$ cat src/rtl/ex_muldiv_unit_pkg.sv
// Shared funct codes, FSM state encoding and decode helpers for the EX-stage mul/div unit.
package muldiv_pkg;

  localparam logic [5:0] FN_MFHI  = 6'h10;
  localparam logic [5:0] FN_MTHI  = 6'h11;
  localparam logic [5:0] FN_MFLO  = 6'h12;
  localparam logic [5:0] FN_MTLO  = 6'h13;
  localparam logic [5:0] FN_MULT  = 6'h18;
  localparam logic [5:0] FN_MULTU = 6'h19;
  localparam logic [5:0] FN_DIV   = 6'h1A;
  localparam logic [5:0] FN_DIVU  = 6'h1B;

  typedef enum logic [2:0] {
    ST_IDLE,
    ST_MUL,
    ST_DIV,
    ST_FIX,
    ST_DONE
  } state_t;

  function automatic logic is_long_op(input logic [5:0] func);
    return (func == FN_MULT) || (func == FN_MULTU) || (func == FN_DIV) || (func == FN_DIVU);
  endfunction

  function automatic logic is_signed_op(input logic [5:0] func);
    return (func == FN_MULT) || (func == FN_DIV);
  endfunction

  function automatic logic is_div_op(input logic [5:0] func);
    return (func == FN_DIV) || (func == FN_DIVU);
  endfunction

endpackage

$ cat src/rtl/ex_muldiv_unit_if.sv
// ID/EX-side request and HI/LO result signals of the mul/div unit.
interface muldiv_if #(parameter int unsigned WIDTH = 32);
  logic             start;
  logic [5:0]       func;
  logic [WIDTH-1:0] op_a;
  logic [WIDTH-1:0] op_b;
  logic             flush;
  logic             stall;
  logic             done;
  logic [WIDTH-1:0] hi;
  logic [WIDTH-1:0] lo;
  logic [WIDTH-1:0] mf_data;

  modport master (output start, func, op_a, op_b, flush,
                  input  stall, done, hi, lo, mf_data);
  modport slave  (input  start, func, op_a, op_b, flush,
                  output stall, done, hi, lo, mf_data);
endinterface

$ cat src/rtl/ex_muldiv_unit_datapath.sv
// Radix-2 shift-add multiplier / restoring divider on magnitudes, with sign fixup of the result.
module muldiv_datapath #(parameter int unsigned WIDTH = 32) (
  input  logic             clk,
  input  logic             reset,
  input  logic             load,
  input  logic             load_div,
  input  logic             signed_op,
  input  logic             step_mul,
  input  logic             step_div,
  input  logic [WIDTH-1:0] op_a,
  input  logic [WIDTH-1:0] op_b,
  output logic             last_step,
  output logic [WIDTH-1:0] res_hi,
  output logic [WIDTH-1:0] res_lo
);
  localparam int unsigned CW = $clog2(WIDTH);

  logic [2*WIDTH-1:0] acc;
  logic [WIDTH-1:0]   opnd;
  logic [CW-1:0]      count;
  logic               is_div, neg_res, neg_rem, div_zero;

  logic               a_neg, b_neg;
  logic [WIDTH-1:0]   mag_a, mag_b;
  logic [WIDTH:0]     add_sum, rem_sh, diff;
  logic [2*WIDTH-1:0] mul_next, div_next, prod_neg;
  logic [WIDTH-1:0]   quo, rem;

  always_comb begin
    a_neg = signed_op & op_a[WIDTH-1];
    b_neg = signed_op & op_b[WIDTH-1];
    mag_a = a_neg ? -op_a : op_a;
    mag_b = b_neg ? -op_b : op_b;

    // Multiplier sits in acc low half and is consumed LSB-first; the carry lands in the top bit.
    add_sum  = {1'b0, acc[2*WIDTH-1:WIDTH]} + {1'b0, opnd};
    mul_next = acc[0] ? {add_sum, acc[WIDTH-1:1]} : {1'b0, acc[2*WIDTH-1:1]};

    // Partial remainder needs WIDTH+1 bits after the shift; diff[WIDTH] is the borrow.
    rem_sh   = acc[2*WIDTH-1:WIDTH-1];
    diff     = rem_sh - {1'b0, opnd};
    div_next = diff[WIDTH] ? {rem_sh[WIDTH-1:0], acc[WIDTH-2:0], 1'b0}
                           : {diff[WIDTH-1:0],   acc[WIDTH-2:0], 1'b1};

    prod_neg = -acc;
    quo      = acc[WIDTH-1:0];
    rem      = acc[2*WIDTH-1:WIDTH];
  end

  always_ff @(posedge clk or posedge reset) begin
    if (reset) begin
      acc      <= '0;
      opnd     <= '0;
      count    <= '0;
      is_div   <= 1'b0;
      neg_res  <= 1'b0;
      neg_rem  <= 1'b0;
      div_zero <= 1'b0;
    end else if (load) begin
      count    <= '0;
      is_div   <= load_div;
      neg_res  <= a_neg ^ b_neg;
      neg_rem  <= a_neg;
      div_zero <= (op_b == '0);
      acc      <= {{WIDTH{1'b0}}, (load_div ? mag_a : mag_b)};
      opnd     <= load_div ? mag_b : mag_a;
    end else if (step_mul || step_div) begin
      count <= count + 1'b1;
      acc   <= step_mul ? mul_next : div_next;
    end
  end

  assign last_step = (count == CW'(WIDTH - 1));

  // A zero divisor leaves remainder = |op_a|, so the remainder sign fix restores op_a.
  always_comb begin
    if (is_div) begin
      res_lo = div_zero ? '1 : (neg_res ? -quo : quo);
      res_hi = neg_rem ? -rem : rem;
    end else begin
      res_lo = neg_res ? prod_neg[WIDTH-1:0]       : acc[WIDTH-1:0];
      res_hi = neg_res ? prod_neg[2*WIDTH-1:WIDTH] : acc[2*WIDTH-1:WIDTH];
    end
  end

endmodule

$ cat src/rtl/ex_muldiv_unit.sv
// EX-stage multiply/divide unit: FSM sequencing the datapath, HI/LO registers, MT writes and MF read mux.
module ex_muldiv_unit
  import muldiv_pkg::*;
#(
  parameter int unsigned WIDTH = 32
) (
  input logic     clk,
  input logic     reset,
  muldiv_if.slave bus
);
  state_t           state, state_next;
  logic             issue, load, step_mul, step_div, wr_result, last_step;
  logic [WIDTH-1:0] res_hi, res_lo, hi_q, lo_q;

  muldiv_datapath #(.WIDTH(WIDTH)) u_datapath (
    .clk       (clk),
    .reset     (reset),
    .load      (load),
    .load_div  (is_div_op(bus.func)),
    .signed_op (is_signed_op(bus.func)),
    .step_mul  (step_mul),
    .step_div  (step_div),
    .op_a      (bus.op_a),
    .op_b      (bus.op_b),
    .last_step (last_step),
    .res_hi    (res_hi),
    .res_lo    (res_lo)
  );

  always_ff @(posedge clk or posedge reset) begin
    if (reset) state <= ST_IDLE;
    else       state <= state_next;
  end

  assign issue = (state == ST_IDLE) && bus.start && !bus.flush;

  always_comb begin
    state_next = state;
    bus.stall  = 1'b0;
    bus.done   = 1'b0;
    load       = 1'b0;
    step_mul   = 1'b0;
    step_div   = 1'b0;
    wr_result  = 1'b0;
    case (state)
      ST_IDLE: begin
        if (issue && is_long_op(bus.func)) begin
          bus.stall  = 1'b1;
          load       = 1'b1;
          state_next = is_div_op(bus.func) ? ST_DIV : ST_MUL;
        end
      end
      ST_MUL, ST_DIV: begin
        bus.stall = 1'b1;
        step_mul  = (state == ST_MUL);
        step_div  = (state == ST_DIV);
        if (bus.flush)      state_next = ST_IDLE;
        else if (last_step) state_next = ST_FIX;
      end
      ST_FIX: begin
        bus.stall = 1'b1;
        if (bus.flush) begin
          state_next = ST_IDLE;
        end else begin
          wr_result  = 1'b1;
          state_next = ST_DONE;
        end
      end
      ST_DONE: begin
        bus.done   = 1'b1;
        state_next = ST_IDLE;
      end
      default: state_next = ST_IDLE;
    endcase
  end

  always_ff @(posedge clk or posedge reset) begin
    if (reset) begin
      hi_q <= '0;
      lo_q <= '0;
    end else if (wr_result) begin
      hi_q <= res_hi;
      lo_q <= res_lo;
    end else if (issue) begin
      if (bus.func == FN_MTHI) hi_q <= bus.op_a;
      if (bus.func == FN_MTLO) lo_q <= bus.op_a;
    end
  end

  assign bus.hi      = hi_q;
  assign bus.lo      = lo_q;
  assign bus.mf_data = (bus.func == FN_MFHI) ? hi_q : lo_q;

endmodule

$ cat src/flat_wrapper.sv
// flat-port wrapper written by rule: the top's interface ports become plain ports
module ex_muldiv_unit_flat import muldiv_pkg::*;
#(
  parameter int unsigned WIDTH = 32
)
  (clk, reset, bus_start, bus_func, bus_op_a, bus_op_b, bus_flush, bus_stall, bus_done, bus_hi, bus_lo, bus_mf_data);
  muldiv_if #(.WIDTH(WIDTH)) bus_i ();
  input logic clk;
  input logic reset;
  input wire logic [$bits(bus_i.start)-1:0] bus_start;
  input wire logic [$bits(bus_i.func)-1:0] bus_func;
  input wire logic [$bits(bus_i.op_a)-1:0] bus_op_a;
  input wire logic [$bits(bus_i.op_b)-1:0] bus_op_b;
  input wire logic [$bits(bus_i.flush)-1:0] bus_flush;
  output wire logic [$bits(bus_i.stall)-1:0] bus_stall;
  output wire logic [$bits(bus_i.done)-1:0] bus_done;
  output wire logic [$bits(bus_i.hi)-1:0] bus_hi;
  output wire logic [$bits(bus_i.lo)-1:0] bus_lo;
  output wire logic [$bits(bus_i.mf_data)-1:0] bus_mf_data;
  assign bus_i.start = bus_start;
  assign bus_i.func = bus_func;
  assign bus_i.op_a = bus_op_a;
  assign bus_i.op_b = bus_op_b;
  assign bus_i.flush = bus_flush;
  assign bus_stall = bus_i.stall;
  assign bus_done = bus_i.done;
  assign bus_hi = bus_i.hi;
  assign bus_lo = bus_i.lo;
  assign bus_mf_data = bus_i.mf_data;
  ex_muldiv_unit #(.WIDTH(WIDTH)) u_core (.clk(clk), .reset(reset), .bus(bus_i));
endmodule
$ cat config.mk
export PLATFORM = sky130hd
export DESIGN_NAME = ex_muldiv_unit_flat
export DESIGN_NICKNAME = d
export VERILOG_FILES = /design/src/rtl/ex_muldiv_unit_pkg.sv /design/src/rtl/ex_muldiv_unit_if.sv /design/src/rtl/ex_muldiv_unit_datapath.sv /design/src/rtl/ex_muldiv_unit.sv /design/src/flat_wrapper.sv
export SDC_FILE = /design/constraint.sdc
export NUM_CORES = 1
export LEC_CHECK = 0
export CORE_MARGIN = 2
export CORE_UTILIZATION = 57
export DETAILED_ROUTE_END_ITERATION = 10
export DONT_BUFFER_PORTS = 1
export HOLD_SLACK_MARGIN = 0.12
export PLACE_DENSITY_LB_ADDON = 0.08
export SLEW_MARGIN = 20
export SYNTH_ARGS = -nofsm -noshare
export SYNTH_HDL_FRONTEND = slang
export SYNTH_SLANG_ARGS = --single-unit
$ cat constraint.sdc
create_clock -name clk -period 12.5 [get_ports clk]
set_input_delay 1.25 -clock clk [delete_from_list [all_inputs] [get_ports clk]]
set_output_delay 1.25 -clock clk [all_outputs]
set_load 0.05 [all_outputs]
==> results_dict.tcl <==
set metrics [dict create \
    gr-total-overflow 0 \
    cts.hold.buffers_added 0 \
    ys.warnings.count 0 \
    drt_pass1_iterations 8 \
    dpl_cell_area_um2 15500 \
    setup_viol 0 \
    cts_root_buf "clkbuf_16" \
    critical_path_required_ns 12.82 \
    grt_pass1_vias 14400 \
    pre_cts_slack_ns 8.29 \
    mostFrequentLayoutCells "nand2_1, dfrtp_1, a21oi_1" \
    insertion_delay_ns 0.46 \
    area_growth_pct 4.34 \
    slowest_stage "nand4b_1" \
    nFillCells 2444 \
    die_h_um 168 \
    placedCellCount 2193 \
    layout-drive-gt1-share 0.0701 \
    min-delay-start "u_core.u_datapath.count[4]" \
    crit_buf_inv 0 \
    crit_fanout 8 \
    grt.total_usage 0.408 \
    syn-num-nets 2105 \
    grt_start_max_net_pins 69 \
    fin_area_um2 16100 \
    async_flop_share 1.00 \
    crit_arrival_ns 4.53 \
    grt_pass1_wl_mm 88.4 \
    crit_path_start_kind "register" \
    core-area_um2 26700 \
    critPathMaxStageDelay_ns 0.64 \
    cts.sinks 172 \
    routed-via-count 15900 \
    path_depth 8 \
    viasPerCell 7.13 \
    slew_headroom 0.199 \
    cts_setup_buffers 0 \
    wirelength_mm 58.7 \
    fp.dieW_um 168 \
    yosysUniqueCellTypes 82 \
    path_clk_slew_ns 0.07 \
    drc 0 \
    final_common_cell "nand2_1" \
    reg2reg_from "u_core.u_datapath.acc[13]" \
    r2r-end "u_core.bus.hi[24]" \
    tritoncts "built" \
    rows 60 \
    tns_ns 0 \
    worst_pin_slew_ns 1.19 \
    drv_cap 0 \
    reg2reg_depth 8 \
    ctsResizeCount 0 \
    drt_iter0_markers 2125 \
    hpwl_mm 44.1 \
    crit_type "register to register" \
    end_kind "register" \
    io_buffers 0 \
    synth_edf_count 0 \
    path_cells "or4_1, nor3_1, nand4b_1, o21a_1, nor3_1, a21oi_1, xnor2_1, a21oi_1" \
    synth_flop_cell "dfrtp_1" \
    syn_avg_cell_area_um2 7.86 \
    antenna_found_initial 2 \
    finalWorstSetupSlack_ns 8.29 \
    final_nets 2017 \
    hold_path_depth 2 \
    min_path_type "register to register" \
    ff2ff_setup_slack_ns 8.29 \
    synth-seq-area-share 0.280 \
    cts_buffers 17 \
    ys_ff_latch 172 \
    fin_crit_ns 4.21 \
    ant_nets 0 \
    hold_viol 0 \
    ioPinCount 172 \
    synth_top_cells_by_area "dfrtp_1, nand2_1, ha_1" \
    wl_per_cell_um 26.4 \
    cts_buffer_depth 2 \
    finalMaxSlewViolations 0 \
    syn_area_um2 15400 \
    hold_end "u_core.u_datapath.count[4]" \
    critPathTopFamily "simple AND/OR/NAND/NOR gates" \
    stdcell_count 2225 \
    rsz0062_at_grt "no" \
    period_share 0.337 \
    status "completed" \
    start_util 0.576 \
    gp_congestion 1.04 \
    die-area_um2 28300 \
    synthCells 1959 \
    antenna_cells 0 \
    yosysTopAreaCellShare 0.280 \
    htreeDepth 4 \
    clock.fmax_mhz 237 \
    netlist.top_cell.by_area "dfrtp_1" \
    skew_ns 0.0158 \
]
layout make-up:
cell class | instances | area [µm²] | area share
flip-flops and latches | 172 | 4300 | 0.268
inverters | 58 | 223 | 0.0139
multi-input cells | 1598 | 10400 | 0.645
well taps | 341 | 427 | 0.0266
clock inverters | 15 | 140 | 0.00872
clock buffers | 17 | 425 | 0.0265
repair buffers | 24 | 180 | 0.0112
kinds of logic after synthesis:
group,count (synthesis),synth area share
fa+ha+maj,72,0.0595
simple gates,656,0.201
xor+xnor,166,0.0944
buf+inv,189,0.0500
compound gates,615,0.255
flops,172,0.280
mux,89,0.0610
per-stage QoR:
stage	hold WS, ns	utilization
global route	0.565	0.601
floorplan	0.472	-
global placement	0.521	0.580
finish	0.539	0.601
CTS	0.541	0.601
detailed placement	0.522	0.580
synth_stat cells (22+ instances only):
master / count
ha_1: 70
xnor2_1: 72
nand2_1: 295
nor3_1: 48
o21ai_0: 159
inv_1: 57
a21oi_1: 160
o221ai_1: 30
dfrtp_1: 172
mux2_2: 38
clkbuf_1: 114
or3_1: 22
nand3_1: 49
o211ai_1: 22
o31ai_1: 23
a32oi_1: 31
a211oi_1: 23
nor2_1: 102
xor2_1: 94
a31oi_1: 34
mux2i_1: 51
worst min-delay path, stage by stage, from the launching register on:
cell,delay (ns)
dfrtp_1,0.38
nand2_1,0.05
o21ai_0,0.06
routing by layer:
layer / share of wire / GRT usage / vias up
li1: - / - / 7001
met4: 0.049 / 0.163 / 4
met3: 0.13 / 0.124 / 175
met5: 0.0010 / 0 / -
met1: 0.40 / 0.571 / 7584
met2: 0.42 / 0.587 / 1091
sequential cells by signal (all words and copies together) (netlist names):
signal                      cells
u_core.bus.hi                  32
u_core.bus.lo                  32
u_core.state                    3
u_core.u_datapath.acc          64
u_core.u_datapath.count         5
u_core.u_datapath.div_zero      1
u_core.u_datapath.is_div        1
u_core.u_datapath.neg_rem       1
u_core.u_datapath.neg_res       1
u_core.u_datapath.opnd         32
worst max-delay path by stage:
stage	from	end	slack (ns)
5_1_grt	bus_func[2]	bus_mf_data[26]	8.16
4_1_cts	bus_func[2]	bus_mf_data[26]	8.29
2_1_floorplan	reset	u_core.bus.hi[0]	6.59
3_5_place_dp	bus_func[2]	bus_mf_data[26]	8.29
3_3_place_gp	bus_func[2]	bus_mf_data[23]	8.37
6_report	u_core.u_datapath.acc[13]	u_core.bus.hi[24]	8.29
Power is not shown: default switching activity piles up to over one toggle a cycle in this logic, so the estimate is an artifact.
